<file path="config.mk">
export PLATFORM = sky130hd
export DESIGN_NAME = l1_request_scheduler
export DESIGN_NICKNAME = d
export VERILOG_FILES = /design/src/rtl/l1_request_scheduler.sv
export SDC_FILE = /design/constraint.sdc
export NUM_CORES = 1
export LEC_CHECK = 0
export CAP_MARGIN = 20
export CORE_AREA = 4 4 162 164
export DETAILED_ROUTE_END_ITERATION = 6
export DIE_AREA = 0 0 166 168
export HOLD_SLACK_MARGIN = 0.1
export PLACE_DENSITY_LB_ADDON = 0.2
export RECOVER_POWER = 50
export SLEW_MARGIN = 20
export SYNTH_ARGS = -nofsm -noshare
export SYNTH_HDL_FRONTEND = slang
export SYNTH_SLANG_ARGS = --single-unit
</file>
<file path="constraint.sdc">
create_clock -name clk -period 5.17 [get_ports clk]
set_input_delay 1.551 -clock clk [delete_from_list [all_inputs] [get_ports clk]]
set_output_delay 1.551 -clock clk [all_outputs]
set_load 0.005 [all_outputs]
</file>
<file path="src/rtl/l1_request_scheduler.sv">
// l1_request_scheduler: shares one L1 memory port among NUM_REQ requesters.
// Round-robin grant into a registered issue stage. The requester ID of every
// granted read is queued so that in-order read returns can be steered back.
module l1_request_scheduler #(
  parameter int NUM_REQ         = 4,
  parameter int MAX_OUTSTANDING = 4
) (
  input  logic                   clk,
  input  logic                   rst,
  input  logic [NUM_REQ-1:0]     req_valid,
  input  logic [NUM_REQ-1:0]     req_we,
  input  logic [NUM_REQ*32-1:0]  req_addr,
  input  logic [NUM_REQ*4-1:0]   req_be,
  input  logic [NUM_REQ*32-1:0]  req_wdata,
  output logic [NUM_REQ-1:0]     req_ready,
  output logic                   mem_valid,
  output logic                   mem_we,
  output logic [31:0]            mem_addr,
  output logic [3:0]             mem_be,
  output logic [31:0]            mem_wdata,
  input  logic                   mem_ready,
  input  logic                   mem_rd_valid,
  input  logic [31:0]            mem_rd_data,
  output logic [NUM_REQ-1:0]     rd_valid,
  output logic [31:0]            rd_data,
  output logic                   proto_err
);

  localparam int ID_W  = (NUM_REQ > 1) ? $clog2(NUM_REQ) : 1;
  localparam int PTR_W = $clog2(MAX_OUTSTANDING);
  localparam int CNT_W = PTR_W + 1;

  typedef enum logic {
    IDLE  = 1'b0,
    ISSUE = 1'b1
  } state_t;

  state_t            state;
  state_t            state_next;
  logic [ID_W-1:0]   rr_ptr;
  logic [ID_W-1:0]   id_fifo [MAX_OUTSTANDING];
  logic [PTR_W-1:0]  wr_ptr;
  logic [PTR_W-1:0]  rd_ptr;
  logic [CNT_W-1:0]  reads_pending;

  logic [NUM_REQ-1:0] eligible;
  logic               any_eligible;
  logic [ID_W-1:0]    grant_idx;
  logic               slot_free;
  logic               grant;
  logic               push;
  logic               pop;
  logic               fifo_full;

  // Requester index 'offset' positions after 'base', wrapping at NUM_REQ.
  function automatic logic [ID_W-1:0] rr_index(input logic [ID_W-1:0] base, input int offset);
    return ID_W'((int'(base) + offset) % NUM_REQ);
  endfunction

  // Full is judged on the count before any same-cycle pop, so a read can
  // never be granted into a slot that is only being freed this cycle.
  assign fifo_full = (reads_pending == CNT_W'(MAX_OUTSTANDING));

  // Writes are always eligible; reads need a free tracking slot.
  always_comb begin
    for (int i = 0; i < NUM_REQ; i++) begin
      eligible[i] = req_valid[i] && (req_we[i] || !fifo_full);
    end
  end

  // Round-robin search starting at rr_ptr; first eligible requester wins.
  always_comb begin
    // NOTE: every output of a combinational block gets a default first, so no
    // path through the block leaves a value unassigned and infers a latch.
    any_eligible = 1'b0;
    grant_idx    = '0;
    for (int k = 0; k < NUM_REQ; k++) begin
      if (!any_eligible && eligible[rr_index(rr_ptr, k)]) begin
        any_eligible = 1'b1;
        grant_idx    = rr_index(rr_ptr, k);
      end
    end
  end

  // The issue register can take a new request when empty or being drained.
  assign slot_free = (state == IDLE) || ((state == ISSUE) && mem_ready);
  assign grant     = slot_free && any_eligible;
  assign req_ready = grant ? (NUM_REQ'(1) << grant_idx) : '0;
  assign push      = grant && !req_we[grant_idx];
  assign pop       = mem_rd_valid && (reads_pending != '0);
  assign mem_valid = (state == ISSUE);

  // Next-state: load on grant, fall back to IDLE once drained with nothing new.
  always_comb begin
    state_next = state;
    case (state)
      IDLE:    if (grant) state_next = ISSUE;
      ISSUE:   if (mem_ready && !grant) state_next = IDLE;
    endcase
  end

  // State register and round-robin pointer.
  always_ff @(posedge clk) begin
    // NOTE: sequential state uses non-blocking assignments so every flop
    // samples the pre-edge values, independent of statement order.
    if (rst) begin
      state  <= IDLE;
      rr_ptr <= '0;
    end else begin
      state <= state_next;
      if (grant) rr_ptr <= rr_index(grant_idx, 1);
    end
  end

  // Issue registers: latched on grant, held stable until the next grant.
  always_ff @(posedge clk) begin
    if (rst) begin
      mem_we    <= 1'b0;
      mem_addr  <= '0;
      mem_be    <= '0;
      mem_wdata <= '0;
    end else if (grant) begin
      mem_we    <= req_we[grant_idx];
      mem_addr  <= req_addr[32*grant_idx +: 32];
      mem_be    <= req_be[4*grant_idx +: 4];
      mem_wdata <= req_wdata[32*grant_idx +: 32];
    end
  end

  // ID FIFO storage: written at read grant, read at the head on return.
  always_ff @(posedge clk) begin
    // NOTE: the storage array is deliberately not reset; validity comes from
    // reads_pending and the pointers, which are reset, so stale entries are
    // never observed and the array can map to plain registers or RAM.
    if (push) id_fifo[wr_ptr] <= grant_idx;
  end

  // FIFO pointers and outstanding-read count; push and pop together cancel.
  always_ff @(posedge clk) begin
    if (rst) begin
      wr_ptr        <= '0;
      rd_ptr        <= '0;
      reads_pending <= '0;
    end else begin
      if (push) wr_ptr <= wr_ptr + PTR_W'(1);
      if (pop)  rd_ptr <= rd_ptr + PTR_W'(1);
      case ({push, pop})
        2'b10:   reads_pending <= reads_pending + CNT_W'(1);
        2'b01:   reads_pending <= reads_pending - CNT_W'(1);
        default: reads_pending <= reads_pending;
      endcase
    end
  end

  // Sticky flag for a read return that has no matching outstanding read.
  always_ff @(posedge clk) begin
    if (rst) begin
      proto_err <= 1'b0;
    end else if (mem_rd_valid && (reads_pending == '0)) begin
      proto_err <= 1'b1;
    end
  end

  assign rd_valid = pop ? (NUM_REQ'(1) << id_fifo[rd_ptr]) : '0;
  assign rd_data  = mem_rd_data;

endmodule

</file>
==> flow_summary.html <==
<table>
<tr><th>Metric</th><th>Value</th></tr>
<tr><th colspan="2">Synthesis</th></tr>
<tr><td>Most instantiated cells after synthesis</td><td>nand2_1 (278), nand3_1 (137), dfxtp_1 (82)</td></tr>
<tr><td>Most frequently used cell type in the post-synthesis netlist</td><td>nand2_1</td></tr>
<tr><td>Gate count of the mapped netlist</td><td>759</td></tr>
<tr><td>Top_reg_cell synth</td><td>dfxtp_1</td></tr>
<tr><td>Synthesized area</td><td>5458 um2</td></tr>
<tr><td>Async set or reset register ratio after synthesis</td><td>0</td></tr>
<tr><td>Total of warnings raised by yosys</td><td>0</td></tr>
<tr><td>Library cell with the largest summed area after synthesis</td><td>dfxtp_1</td></tr>
<tr><td>Average cell area after synthesis</td><td>7.191 um2</td></tr>
<tr><td>Cells taking the most area after synthesis</td><td>dfxtp_1 (30%), nand2_1 (19%), nand3_1 (13%)</td></tr>
<tr><td>Number of nets in the synthesized netlist</td><td>1085</td></tr>
<tr><td>Distinct cells, synth</td><td>43</td></tr>
<tr><td>Post-synthesis register bit count</td><td>90</td></tr>
<tr><td>Post-synth EDFFs</td><td>8</td></tr>
<tr><td>Sequential element share of the synthesized area</td><td>0.3448</td></tr>
<tr><td>Synth top area share</td><td>0.3008</td></tr>
<tr><th colspan="2">Power</th></tr>
<tr><td>Pwr Density</td><td>376.0 nW/um2</td></tr>
<tr><td>Leakage</td><td>0.003762 uW</td></tr>
<tr><td>Worst IR drop on VDD</td><td>0.2349 mV</td></tr>
<tr><th colspan="2">Timing</th></tr>
<tr><td>Setup repair after global routing missed its margin</td><td>false</td></tr>
<tr><td>Clock period minus worst slack</td><td>5.109 ns</td></tr>
<tr><td>Worst-margin pin slew</td><td>1.015 ns</td></tr>
<tr><td>Smallest setup slack after layout</td><td>0.06130 ns</td></tr>
<tr><td>Final hold slack</td><td>0.4648 ns</td></tr>
<tr><td>Number of setup violations in the final report</td><td>0</td></tr>
<tr><td>Fin Setup TNS</td><td>0 ns</td></tr>
<tr><td>Max-slew headroom at the worst pin</td><td>0.3236</td></tr>
<tr><td>FMAX</td><td>0.1957 GHz</td></tr>
<tr><td>Pins Over Slew Limit</td><td>0</td></tr>
<tr><td>Number of endpoints with negative hold slack in the final report</td><td>0</td></tr>
<tr><td>Setup Skew</td><td>0.006662 ns</td></tr>
<tr><td>Post-route fraction of the period consumed by the critical path</td><td>0.9881</td></tr>
<tr><th colspan="2">Routing</th></tr>
<tr><td>Via-to-Cell Ratio</td><td>4.635</td></tr>
<tr><td>Residual antenna-violating net count after detailed routing</td><td>0</td></tr>
<tr><td>Drt first-iter violations</td><td>306</td></tr>
<tr><td>DRC</td><td>0</td></tr>
<tr><td>Vias after detailed routing</td><td>6489</td></tr>
<tr><td>WL per Instance</td><td>17.72 um</td></tr>
<tr><td>Final wirelength</td><td>24.80 mm</td></tr>
<tr><td>Iteration count of the initial detailed-routing pass</td><td>5</td></tr>
<tr><th colspan="2">Clock network</th></tr>
<tr><td>Longest Clk Path Bufs</td><td>2</td></tr>
<tr><td>Inserted Clock Buffers</td><td>9</td></tr>
<tr><td>H-tree depth</td><td>3</td></tr>
<tr><td>Post-CTS clock slew at the launch and capture registers of the worst setup and hold paths</td><td>0.07 ns</td></tr>
<tr><td>Sinks on the clock net</td><td>90</td></tr>
<tr><td>Cell at the root of the clock tree</td><td>clkbuf_16</td></tr>
<tr><td>Count of hold buffers inserted by post-cts repair</td><td>0</td></tr>
<tr><td>Clock latency at the later pin of the worst-skew pair</td><td>0.35 ns</td></tr>
<tr><td>CTS tree</td><td>built</td></tr>
<tr><th colspan="2">Setup path</th></tr>
<tr><td>Maximum single-stage delay on the critical path</td><td>0.52 ns</td></tr>
<tr><td>Critical path capture point type</td><td>primary output</td></tr>
<tr><td>Critical Path, Cell by Cell</td><td>dlygate4sd2_1, or4b_4, o211ai_1, a21oi_2, a211oi_4, buf_6, buf_4, inv_2, ha_1, and3_1, dlygate4sd2_1</td></tr>
<tr><td>Kind of start point of the critical path</td><td>primary input</td></tr>
<tr><td>Reg-to-reg startpoint</td><td>reads_pending[2]</td></tr>
<tr><td>Crit path max-delay cell type</td><td>or4b_4</td></tr>
<tr><td>Slack of the worst reg-to-reg path</td><td>1.22 ns</td></tr>
<tr><td>FF-to-FF End</td><td>reads_pending[2]</td></tr>
<tr><td>Critical path peak fanout</td><td>4</td></tr>
<tr><td>Endpoint required time on the critical path</td><td>3.62 ns</td></tr>
<tr><td>Most common cell on crit path</td><td>dlygate4sd2_1</td></tr>
<tr><td>Kind of critical path</td><td>primary input to primary output</td></tr>
<tr><td>Arrival time at the worst endpoint</td><td>3.56 ns</td></tr>
<tr><td>Depth of the most critical reg-to-reg path</td><td>17</td></tr>
<tr><th colspan="2">Cells and area</th></tr>
<tr><td>Layout net count</td><td>1391</td></tr>
<tr><td>Post-route cell area</td><td>9547 um2</td></tr>
<tr><td>Area Overhead vs Synth</td><td>74.92%</td></tr>
<tr><td>Proportion of layout cells with a drive suffix above 1</td><td>0.05421</td></tr>
<tr><td>Core occupancy in the finished layout</td><td>0.3835</td></tr>
<tr><td># diodes</td><td>0</td></tr>
<tr><td>Count of fill cells added during filler insertion</td><td>2609</td></tr>
<tr><th colspan="2">Place</th></tr>
<tr><td>Placed wire-length estimate after detailed placement</td><td>18.01 mm</td></tr>
<tr><td>Minimum setup slack after placement</td><td>-0.3478 ns</td></tr>
<tr><td>Placer congestion estimate</td><td>0.8396</td></tr>
<tr><td>Post-Place Cell Area</td><td>9199 um2</td></tr>
<tr><td>PortBufs</td><td>362</td></tr>
<tr><th colspan="2">Global routing</th></tr>
<tr><td>Met2 routing resource usage after global routing</td><td>0.2882</td></tr>
<tr><td>GR Util All Layers</td><td>0.1682</td></tr>
<tr><td>Number of global-route vias before repair</td><td>6381</td></tr>
<tr><td>Number of antenna violations at the first check in global routing</td><td>0</td></tr>
<tr><td>Global-route layer with the greatest usage</td><td>met2</td></tr>
<tr><td>Wire length of the first global-routing pass</td><td>37.21 mm</td></tr>
<tr><td>Maximum number of pins on one net before global-route repair</td><td>94</td></tr>
<tr><td>GR Util met1</td><td>0.1958</td></tr>
<tr><td>GR met3 Demand/Resource</td><td>0.06105</td></tr>
<tr><td>Global-route congestion overflow total</td><td>0</td></tr>
<tr><th colspan="2">Floorplanning</th></tr>
<tr><td>Overall die area</td><td>27890 um2</td></tr>
<tr><td>Initial Utilization</td><td>0.2193</td></tr>
<tr><td>Die outline width</td><td>166 um</td></tr>
<tr><td>FP Rows</td><td>58</td></tr>
<tr><td>Core area</td><td>24890 um2</td></tr>
<tr><td>IO Pins</td><td>427</td></tr>
<tr><td>Die Y</td><td>168 um</td></tr>
<tr><th colspan="2">Worst hold path</th></tr>
<tr><td>Path category of the worst min-delay check</td><td>flip-flop to flip-flop</td></tr>
<tr><td>Critical hold path startpoint</td><td>mem_wdata[14]</td></tr>
<tr><td>Terminating pin of the worst hold path</td><td>mem_wdata[14]</td></tr>
<tr><td>Worst Hold Depth</td><td>1</td></tr>
<tr><th colspan="2">Job</th></tr>
<tr><td>Maxcap violations</td><td>0</td></tr>
<tr><th colspan="2">Run status</th></tr>
<tr><td>Outcome</td><td>finished clean</td></tr>
</table>
-- flip-flops by register name, summed over array words and instances, names as in the netlist, named ones only --
name	flops
mem_addr	32
mem_wdata	32
id_fifo	8
mem_be	4
reads_pending	3
rd_ptr	2
rr_ptr	2
wr_ptr	2
mem_valid	1
mem_we	1
proto_err	1
-- cells by family after synthesis --
family	synth area share
compound gates	0.1511
xor+xnor	0.006420
fa+ha+maj	0.02430
buf+inv	0.09858
flops	0.3448
mux	0.01765
simple gates	0.3572
-- timing repair --
action / in CTS / in global routing
setup endpoints to repair: 4 / 3
setup buffers: 3 / 1
endpoints found under the hold margin: 0 / 0
pin swaps: 4 / 4
gates cloned: 0 / 0
resized for setup: 11 / 5
-- power breakdown --
group / switching, uW / total [uW] / internal [uW]
Sequential: 125 / 1030 / 906
Clock: 310 / 639 / 330
Combinational: 976 / 1920 / 944
Total: 1410 / 3590 / 2180
-- through the flow --
stage | instances | power (uW)
2_1_floorplan | 759 | 2045
3_3_place_gp | 1380 | 2965
6_report | 1400 | 3590
3_5_place_dp | 1380 | 2967
5_1_grt | 1400 | 3884
4_1_cts | 1399 | 3648
-- how the worst max path moves through the flow --
| stage | from | endpoint | slack (ns) | cells after the start |
|---|---|---|---|---|
| after detailed placement | req_we[2] | req_ready[2] | -0.35 | 10 |
| after global routing | req_we[2] | req_ready[2] | 0.006 | 11 |
| after global placement | req_we[2] | req_ready[2] | -0.32 | 10 |
| after floorplan | req_we[2] | req_ready[2] | 0.46 | 9 |
| final | req_we[2] | req_ready[2] | 0.06 | 11 |
| after CTS | req_we[2] | req_ready[2] | 0.005 | 11 |
-- critical path: cells and delay by family --
kind,cells,cell delay [ns]
compound gates,3,0.39
buf+inv,5,0.79
fa+ha+maj,1,0.16
simple gates,2,0.65
-- area by class of cell --
type	count	area, um2	area share
inverters	10	42.54	0.004456
flip-flops and latches	90	1882	0.1971
repair buffers	389	3826	0.4008
multi-input cells	565	3113	0.3261
clock inverters	6	41.29	0.004325
well taps	330	412.9	0.04325
clock buffers	10	229.0	0.02398
-- cells in the final DEF (no fill, tap or decap), types with 3 or more instances in the layout --
cell type and n:
clkdlybuf4s50_1 355, nand2_1 277, nand3_1 137, dfxtp_1 82
a32o_1 68, buf_4 26, nor2_1 15, ha_1 9
clkbuf_16 9, edfxtp_1 8, inv_1 7, and2_1 6
and3_1 5, dlygate4sd2_1 5, a21oi_1 4, mux2i_1 4
o21ai_0 3, nand2b_1 3, xor2_1 3, clkinv_2 3
inv_6 3
-- layer usage --
metal | vias up | wire length [um]
li1 | 3212 | -
met1 | 2970 | 9995
met2 | 266 | 12030
met3 | 41 | 2071
met4 | 0 | 709
met5 | - | 0
No activity file was read; power rests on OpenSTA's default activity.
